[config.mk]
export PLATFORM = sky130hd
export DESIGN_NAME = mem_stage_flat
export DESIGN_NICKNAME = d
export VERILOG_FILES = /design/src/rtl/mem_pkg.sv /design/src/rtl/mem_stage_if.sv /design/src/rtl/mem_load_align.sv /design/src/rtl/mem_stage.sv /design/src/flat_wrapper.sv
export SDC_FILE = /design/constraint.sdc
export NUM_CORES = 1
export LEC_CHECK = 0
export CELL_PAD_IN_SITES_DETAIL_PLACEMENT = 0
export CELL_PAD_IN_SITES_GLOBAL_PLACEMENT = 1
export CORE_UTILIZATION = 26
export DETAILED_ROUTE_END_ITERATION = 12
export PLACE_DENSITY_LB_ADDON = 0.1
export SLEW_MARGIN = 0
export SYNTH_ARGS = -nofsm -noshare
export SYNTH_HDL_FRONTEND = slang
export SYNTH_SLANG_ARGS = --single-unit
[constraint.sdc]
create_clock -name clk -period 6.35 [get_ports clk]
set_input_delay 1.905 -clock clk [delete_from_list [all_inputs] [get_ports clk]]
set_output_delay 1.905 -clock clk [all_outputs]
set_load 0.05 [all_outputs]
[src/rtl/mem_pkg.sv]
// Shared types and constants for the memory-access pipeline stage.
package mem_pkg;

  typedef enum logic [1:0] {
    OP_NONE  = 2'b00,
    OP_LOAD  = 2'b01,
    OP_STORE = 2'b10,
    OP_RSVD  = 2'b11
  } mem_op_e;

  typedef enum logic [1:0] {
    SZ_BYTE    = 2'b00,
    SZ_HALF    = 2'b01,
    SZ_WORD    = 2'b10,
    SZ_ILLEGAL = 2'b11
  } mem_size_e;

  typedef enum logic [1:0] {
    IDLE   = 2'b00,
    REQ    = 2'b01,
    WAIT_R = 2'b10
  } mem_state_e;

  localparam logic [3:0] BE_BYTE = 4'b0001;
  localparam logic [3:0] BE_HALF = 4'b0011;
  localparam logic [3:0] BE_WORD = 4'b1111;

  // The illegal size code is reported as a misalignment fault.
  function automatic logic is_aligned(input mem_size_e size, input logic [1:0] offset);
    case (size)
      SZ_BYTE: is_aligned = 1'b1;
      SZ_HALF: is_aligned = ~offset[0];
      SZ_WORD: is_aligned = (offset == 2'b00);
      default: is_aligned = 1'b0;
    endcase
  endfunction

endpackage

[src/rtl/mem_stage_if.sv]
// Data-memory bus: req/gnt request phase, rvalid/rdata read-return phase.
interface mem_stage_if #(
  parameter int WordSize = 32
);
  logic                req;
  logic                we;
  logic [WordSize-1:0] addr;
  logic [3:0]          be;
  logic [WordSize-1:0] wdata;
  logic                gnt;
  logic                rvalid;
  logic [WordSize-1:0] rdata;

  modport master (
    output req, we, addr, be, wdata,
    input  gnt, rvalid, rdata
  );

  modport slave (
    input  req, we, addr, be, wdata,
    output gnt, rvalid, rdata
  );
endinterface

[src/rtl/mem_load_align.sv]
// Selects the addressed byte/half/word from a read word and extends it to 32 bits.
module mem_load_align
  import mem_pkg::*;
#(
  parameter int WordSize = 32
) (
  input  logic [WordSize-1:0] rdata,
  input  logic [1:0]          addr,
  input  mem_size_e           size,
  input  logic                load_unsigned,
  output logic [WordSize-1:0] data
);

  logic [WordSize-1:0] shifted;

  always_comb begin
    shifted = rdata >> {addr, 3'b000};
    case (size)
      SZ_BYTE: data = {{24{shifted[7] & ~load_unsigned}}, shifted[7:0]};
      SZ_HALF: data = {{16{shifted[15] & ~load_unsigned}}, shifted[15:0]};
      default: data = shifted;
    endcase
  end

endmodule

[src/rtl/mem_stage.sv]
// Memory-access pipeline stage: issues loads/stores on the data bus, stalls
// upstream while the bus is busy and registers the MEM/WB result.
module mem_stage
  import mem_pkg::*;
#(
  parameter int WordSize = 32
) (
  input  logic                clk,
  input  logic                rstn,
  input  logic [4:0]          rdn_in,
  input  logic [WordSize-1:0] alu_out,
  input  logic [WordSize-1:0] mem_data,
  input  logic [1:0]          mem_op,
  input  logic [1:0]          mem_size,
  input  logic                mem_unsigned,
  output logic                stall,
  mem_stage_if.master         dmem,
  output logic [4:0]          rdn,
  output logic [WordSize-1:0] wb_data,
  output logic                misalign
);

  mem_op_e    op;
  mem_size_e  size;
  mem_state_e state, state_nxt;

  logic                is_mem;
  logic                is_store;
  logic                aligned;
  logic                req_c;
  logic                stall_c;
  logic [4:0]          rdn_nxt;
  logic [WordSize-1:0] wb_nxt;
  logic                mis_nxt;
  logic [WordSize-1:0] load_data;

  assign op       = mem_op_e'(mem_op);
  assign size     = mem_size_e'(mem_size);
  assign is_store = (op == OP_STORE);
  assign is_mem   = (op == OP_LOAD) || is_store;
  assign aligned  = is_aligned(size, alu_out[1:0]);

  mem_load_align #(
    .WordSize(WordSize)
  ) u_load_align (
    .rdata        (dmem.rdata),
    .addr         (alu_out[1:0]),
    .size         (size),
    .load_unsigned(mem_unsigned),
    .data         (load_data)
  );

  // Inputs are held stable while stalled, so REQ re-evaluates the same op as IDLE.
  always_comb begin
    // NOTE: every output gets a default before the case so no path can infer a latch.
    state_nxt = state;
    req_c     = 1'b0;
    stall_c   = 1'b0;
    rdn_nxt   = rdn_in;
    wb_nxt    = alu_out;
    mis_nxt   = 1'b0;

    case (state)
      IDLE, REQ: begin
        state_nxt = IDLE;
        if (is_mem && !aligned) begin
          rdn_nxt = '0;
          wb_nxt  = '0;
          mis_nxt = 1'b1;
        end else if (is_mem) begin
          req_c = 1'b1;
          if (!dmem.gnt) begin
            state_nxt = REQ;
            stall_c   = 1'b1;
          end else if (is_store) begin
            rdn_nxt = '0;
            wb_nxt  = '0;
          end else begin
            state_nxt = WAIT_R;
            stall_c   = 1'b1;
          end
        end
      end
      WAIT_R: begin
        if (dmem.rvalid) begin
          state_nxt = IDLE;
          wb_nxt    = load_data;
        end else begin
          stall_c = 1'b1;
        end
      end
      default: state_nxt = IDLE;
    endcase

    // A stalled cycle hands a bubble to MEM/WB.
    if (stall_c) begin
      rdn_nxt = '0;
      wb_nxt  = '0;
      mis_nxt = 1'b0;
    end
  end

  assign stall    = stall_c & rstn;
  assign dmem.req = req_c & rstn;
  assign dmem.we  = is_store;
  assign dmem.addr = {alu_out[WordSize-1:2], 2'b00};

  always_comb begin
    case (size)
      SZ_BYTE: begin
        dmem.wdata = {4{mem_data[7:0]}};
        dmem.be    = BE_BYTE << alu_out[1:0];
      end
      SZ_HALF: begin
        dmem.wdata = {2{mem_data[15:0]}};
        dmem.be    = alu_out[1] ? {BE_HALF[1:0], 2'b00} : BE_HALF;
      end
      default: begin
        dmem.wdata = mem_data;
        dmem.be    = BE_WORD;
      end
    endcase
  end

  always_ff @(posedge clk or negedge rstn) begin
    if (!rstn) begin
      state    <= IDLE;
      rdn      <= '0;
      wb_data  <= '0;
      misalign <= 1'b0;
    end else begin
      // NOTE: non-blocking assignments keep every register sampling pre-edge values.
      state    <= state_nxt;
      rdn      <= rdn_nxt;
      wb_data  <= wb_nxt;
      misalign <= mis_nxt;
    end
  end

endmodule
[src/flat_wrapper.sv]
// flat-port wrapper written by rule: the top's interface ports become plain ports
module mem_stage_flat import mem_pkg::*;
#(
  parameter int WordSize = 32
)
  (clk, rstn, rdn_in, alu_out, mem_data, mem_op, mem_size, mem_unsigned, stall, rdn, wb_data, misalign, dmem_req, dmem_we, dmem_addr, dmem_be, dmem_wdata, dmem_gnt, dmem_rvalid, dmem_rdata);
  mem_stage_if #(.WordSize(WordSize)) dmem_i ();
  input  logic clk;
  input  logic rstn;
  input  logic [4:0] rdn_in;
  input  logic [WordSize-1:0] alu_out;
  input  logic [WordSize-1:0] mem_data;
  input  logic [1:0] mem_op;
  input  logic [1:0] mem_size;
  input  logic mem_unsigned;
  output logic stall;
  output logic [4:0] rdn;
  output logic [WordSize-1:0] wb_data;
  output logic misalign;
  output wire logic [$bits(dmem_i.req)-1:0] dmem_req;
  output wire logic [$bits(dmem_i.we)-1:0] dmem_we;
  output wire logic [$bits(dmem_i.addr)-1:0] dmem_addr;
  output wire logic [$bits(dmem_i.be)-1:0] dmem_be;
  output wire logic [$bits(dmem_i.wdata)-1:0] dmem_wdata;
  input wire logic [$bits(dmem_i.gnt)-1:0] dmem_gnt;
  input wire logic [$bits(dmem_i.rvalid)-1:0] dmem_rvalid;
  input wire logic [$bits(dmem_i.rdata)-1:0] dmem_rdata;
  assign dmem_req = dmem_i.req;
  assign dmem_we = dmem_i.we;
  assign dmem_addr = dmem_i.addr;
  assign dmem_be = dmem_i.be;
  assign dmem_wdata = dmem_i.wdata;
  assign dmem_i.gnt = dmem_gnt;
  assign dmem_i.rvalid = dmem_rvalid;
  assign dmem_i.rdata = dmem_rdata;
  mem_stage #(.WordSize(WordSize)) u_core (.clk(clk), .rstn(rstn), .rdn_in(rdn_in), .alu_out(alu_out), .mem_data(mem_data), .mem_op(mem_op), .mem_size(mem_size), .mem_unsigned(mem_unsigned), .stall(stall), .dmem(dmem_i), .rdn(rdn), .wb_data(wb_data), .misalign(misalign));
endmodule
# --- Word level (Yosys, flattened, before mapping) ---
# Index checks and enable logic that the tools add are counted.
# W data, S select, Z words.
op_classes:
  n_eq_ne: 7
  shifts: 2
  muxes: 36
  bitwise: 6
  reduce_logical: 7
ops:
  columns: ["cell", "count"]
  rows:
  - ["$mux W32", 6]
  - ["$pmux W32 S2", 3]
  - ["$shr A32 B5 Y32", 1]
  - ["$mux W5", 6]
  - ["$mux W1", 11]
  - ["$mux W2", 5]
  - ["$pmux W4 S2", 1]
  - ["$eq A2 B1 Y1 const B", 3]
  - ["$eq A2 B2 Y1 const B", 3]
  - ["$logic_not A2 Y1", 3]
  - ["$and A1 B1 Y1", 4]
  - ["$mux W4", 1]
  - ["$pmux W2 S2", 1]
  - ["$shl A1 B2 Y4 const A", 1]
  - ["$pmux W1 S3", 1]
  - ["$ne A2 B2 Y1 const B", 1]
  - ["$not A1 Y1", 2]
  - ["$pmux W1 S2", 1]
  - ["$reduce_or A2 Y1", 1]
  - ["$logic_and A1 B1 Y1", 1]
  - ["$logic_not A1 Y1", 1]
  - ["$logic_or A1 B1 Y1", 1]
word_totals:
  register_bits: 40
  inputBits: 110
  output_inout_bits: 109
  word_cells: 62

# --- Longest topological paths before layout ---
depth:
  ltp_word: 7
  depth_mapped: 7
  mapped_depth_nobuf: 6

# --- Hierarchy ---
# A second synthesis with hierarchy kept.
unflattened:
  cells_unflattened: 387
  area_unflattened_um2: 3444.6
by_module_without_submodules:
  columns: ["mod", "n_inst", "cells_each", "area_per_inst_um2", "seq_area_each_um2"]
  rows:
  - ["mem_stage", 1, 284, 2676.3, 1001.0]
  - ["mem_load_align", 1, 103, 768.2, 0.0]

# --- Least setup slack after synthesis ---
# Ideal clock, no wire load.
synth_path:
  path_kind: "input port to output port"
  from: "in mem_size[0]"
  to: "out dmem_wdata[24]"
  arrival_time_ns: 3.541
  required_time_ns: 4.445
  path_slack_ns: 0.904
  stages: 4
  n_path_buf: 2
  path_cell_list: "buf_2 -> buf_2 -> mux2i_1 -> o21ai_0"
synth_via:
  elab_chain_cells: 2
  elab_cells_between_ends: 3
  classes_between: "1 x eq/ne; 1 x mux; 1 x reduce/logical"
synth_rtl:
  columns: ["element", "line_no", "source"]
  rows:
  - ["start, declared", "flat_wrapper.sv:14", "input logic [1:0] mem_size;"]
  - ["$eq A2 B1 Y1 or $logic_not A2 Y1 (tied branches)", "mem_stage.sv:109", "case (size)"]
  - ["$pmux W32 S2 *", "mem_stage.sv:109", null]
  - ["end, declared", "flat_wrapper.sv:24", "output wire logic [$bits(dmem_i.wdata)-1:0] dmem_wdata;"]
# Mark *: on every way between the ends. The rest lies on a longest branch, timed or not.

# --- Final worst setup path ---
layout_path:
  from: "in mem_op[0]"
  to: "out stall"
layout_via:
  elab_chain_cells: 7
  elab_cells_between_ends: 10
  classes_between: "2 x eq/ne; 5 x mux; 1 x bitwise; 2 x reduce/logical"
layout_rtl:
  columns: ["element", "line_no", "source"]
  rows:
  - ["start, declared", "flat_wrapper.sv:13", "input logic [1:0] mem_op;"]
  - ["$eq A2 B2 Y1", "mem_stage.sv:39", "assign is_store = (op == OP_STORE);"]
  - ["$mux W1", "mem_stage.sv:75", "end else if (is_store) begin"]
  - ["$mux W1", "mem_stage.sv:72", "if (!dmem.gnt) begin"]
  - ["$mux W1", "mem_stage.sv:70", "end else if (is_mem) begin"]
  - ["$mux W1 *", "mem_stage.sv:66", "if (is_mem && !aligned) begin"]
  - ["$pmux W1 S2 *", "mem_stage.sv:63", "case (state)"]
  - ["$and A1 B1 Y1 *", "mem_stage.sv:103", "assign stall = stall_c & rstn;"]
  - ["end, declared", "flat_wrapper.sv:16", "output logic stall;"]
# Marked as above.

==> impl_metrics.csv <==
group,metric,value,unit
detailed_routing,wl_per_cell,16.2,um
yosys,synthArstFlopShare,1.00,
sta,fin_tns_setup,0,ps
yosys,synthFlopType,"dfrtp_1",
cts,worstSkewPairLatency,280,ps
sta,holdWs,609,ps
cts,cts_tree,"yes",
detailed_routing,dr_total_vias,2989,
global_route,grt_pass1_wl,15.9,mm
detailed_routing,via_per_inst,4.58,
detailed_routing,wl,10.6,mm
sta,hold_viol,0,
detailed_routing,drc_errors,0,
yosys,synth_top_area_frac,0.334,
placed_design,io_buffers,216,
sta,max_slew_margin,0.583,
pwr,finalPower,1.09,mW
critical_path,crit_type,"input pin to primary output",
final_layout,nets,625,
yosys,synth_edf_count,0,
floorplanning,core,0.0110,mm^2
yosys,avgSynthCellArea,8.71,um^2
global_route,grt_overflow_total,0,
sta,slew_viol_final,0,
cts,post_cts_resized,0,
run_status,status,"completed",
sta,final.setup.worst_slack,863,ps
critical_path,required,4450,ps
critical_path,worstSetupStartpointType,"input pin",
sta,fmax,0.182,GHz
sta,rsz0062_at_grt,"false",
floorplanning,initial_core_util,0.272,
cts,h-tree-depth,2,
placed_design,hpwl,8.43,mm
placed_design,gp_congestion,0.745,
sta,fin_worst_skew,3.43,ps
global_route,grt_max_degree,41,
critical_path,critPathMaxFanout,4,
cts,clock-root-buffer,"clkbuf_16",
final_layout,syn2layout_area_growth,72.2,%
detailed_routing,first_iter_violations,96,
placed_design,pre_cts_ws,845,ps
cts,cts-hold-fix-buffers,0,
final_layout,n_antenna_cell,0,
sta,period_needed,5490,ps
final_layout,layout-drive-gt1-share,0.156,
sta,fin_crit_sh,0.864,
sta,worstMarginPinSlew,624,ps
detailed_routing,drtPass1Iterations,4,
yosys,yosysWarnings,0,
floorplanning,fp.dieW,109,um
detailed_routing,postRouteAntennaNets,0,
floorplanning,io_pins,219,
final_layout,utilization,0.468,
cts,clk_path_buf_depth,2,
global_route,antenna_found_initial,0,
global_route,grt_pass1_vias,3086,
pwr,leakage,2.22,nW
yosys,ys_top_cells_by_area,"dfrtp_1 33%, buf_4 11%, mux2i_1 9.7%",
sta,setup_violations,0,
yosys,synthCells,344,
critical_path,arrival,3580,ps
cts,clk_pin_slew_worst_paths,60,ps
critical_path,endpoint_kind,"primary output",
floorplanning,die_y,109,um
pwr,power.density,211,mW/mm^2
yosys,synth_top_area_cell,"dfrtp_1",
cts,cts_sinks,40,
yosys,synth-seq-cells,40,
global_route,track_usage,0.177,
yosys,synth.distinct_cells,43,
floorplanning,die-area,0.0120,mm^2
yosys,syn_area,0.00300,mm^2
yosys,ys_seq_area_frac,0.334,
job,maxCapViolCount,0,
cts,cts-buffers-inserted,5,
cts,cts_setup_buffers,0,
floorplanning,rows,38,
pwr,peakVddDrop,0.110,mV
worst_hold_path,min_path_type,"flop to flop",
==> synthesized netlist by cell type (2+ instances only) <==
library cell,count
and2_1,6
o21bai_1,2
a21oi_1,17
buf_6,3
ha_1,2
o2bb2ai_1,7
nand3_1,5
clkbuf_1,11
nor2b_1,2
mux2_2,9
nand2b_1,3
inv_1,5
buf_4,42
buf_2,8
a211oi_2,8
o21ai_0,11
dfrtp_1,40
nand3b_1,2
a21o_1,3
nor3_1,9
or2_2,2
mux2i_1,29
nand2_1,57
nor2_1,35
o221a_2,8
==> through the flow <==
step | instance area, um^2 | instances
after floorplan | 3000 | 345
after global placement | 5030 | 646
after detailed placement | 5030 | 646
after CTS | 5160 | 653
after global routing | 5160 | 653
final | 5160 | 653
==> layout make-up <==
cell class	count	area, um^2
clock buffers	6	129
clock inverters	1	5.00
fillers	1091	5870
inverters	5	18.8
multi-input cells	236	1550
flip-flops and latches	40	1000
well taps	140	175
repair buffers	225	2280
==> where the power goes <==
| group | switching, mW | leakage (nW) | internal [mW] | total (mW) |
|---|---|---|---|---|
| Combinational | 0.339 | 1.62 | 0.215 | 0.555 |
| Sequential | 0.00872 | 0.523 | 0.285 | 0.294 |
| Clock | 0.0984 | 0.0667 | 0.143 | 0.241 |
==> metal layers <==
metal,global-route usage,vias to the layer above,routed length [um]
met2,0.301,149,5140
met5,0,-,0
met1,0.220,1348,4400
met3,0.0492,4,953
li1,-,1488,-
met4,0.0467,0,87
==> registers in the layout, summed over array words and instances, names as in the netlist <==
name             count
u_core.state         2
u_core.wb_data      32
u_core.misalign      1
u_core.rdn           5
==> cell usage in the layout (no fill, tap or decap), drive strengths merged, types with 2 or more instances in the layout <==
cell type        n
clkdlybuf4s50  184
nand2           57
buf             41
dfrtp           40
nor2            36
mux2i           29
a21oi           17
o21ai           11
nor3            11
mux2             9
a211oi           8
o221a            8
o2bb2ai          7
and2             6
clkbuf           6
inv              5
nand3            5
nand2b           3
a21o             3
or2              2
o21bai           2
nand3b           2
nor2b            2
ha               2
conb             2
o31a             2
o31ai            2
==> cells by family after synthesis <==
kind of cell | synth area share
DFF | 0.334
and+or+nand+nor | 0.188
buffers and inverters | 0.150
muxes | 0.138
AOI/OAI and AO/OA | 0.180
adders and majority gates | 0.00835
other | 0.00125
==> worst max-delay path, cell delays in order <==
cell             delay, ps
clkdlybuf4s50_1        480
inv_1                   50
ha_1                   340
nor3_2                  80
a2111oi_0              380
o21a_1                 210
buf_12                 140
==> worst paths after layout <==
check,startpoint,endpoint,slack [ps],cells after the start
worst max-delay path,mem_op[0],stall,860,7
worst min-delay path,u_core.state[1]$_DFFE_PN0P_,u_core.misalign$_DFF_PN0_,610,1
worst max register to register,u_core.state[1]$_DFFE_PN0P_,u_core.wb_data[19]$_DFF_PN0_,4490,5
worst min register to register,u_core.state[1]$_DFFE_PN0P_,u_core.misalign$_DFF_PN0_,610,1
min in group asynchronous,rstn,u_core.rdn[0]$_DFF_PN0_,1730,2
max in group asynchronous,rstn,u_core.wb_data[0]$_DFF_PN0_,4250,2
No activity file was read; power rests on OpenSTA's default activity.
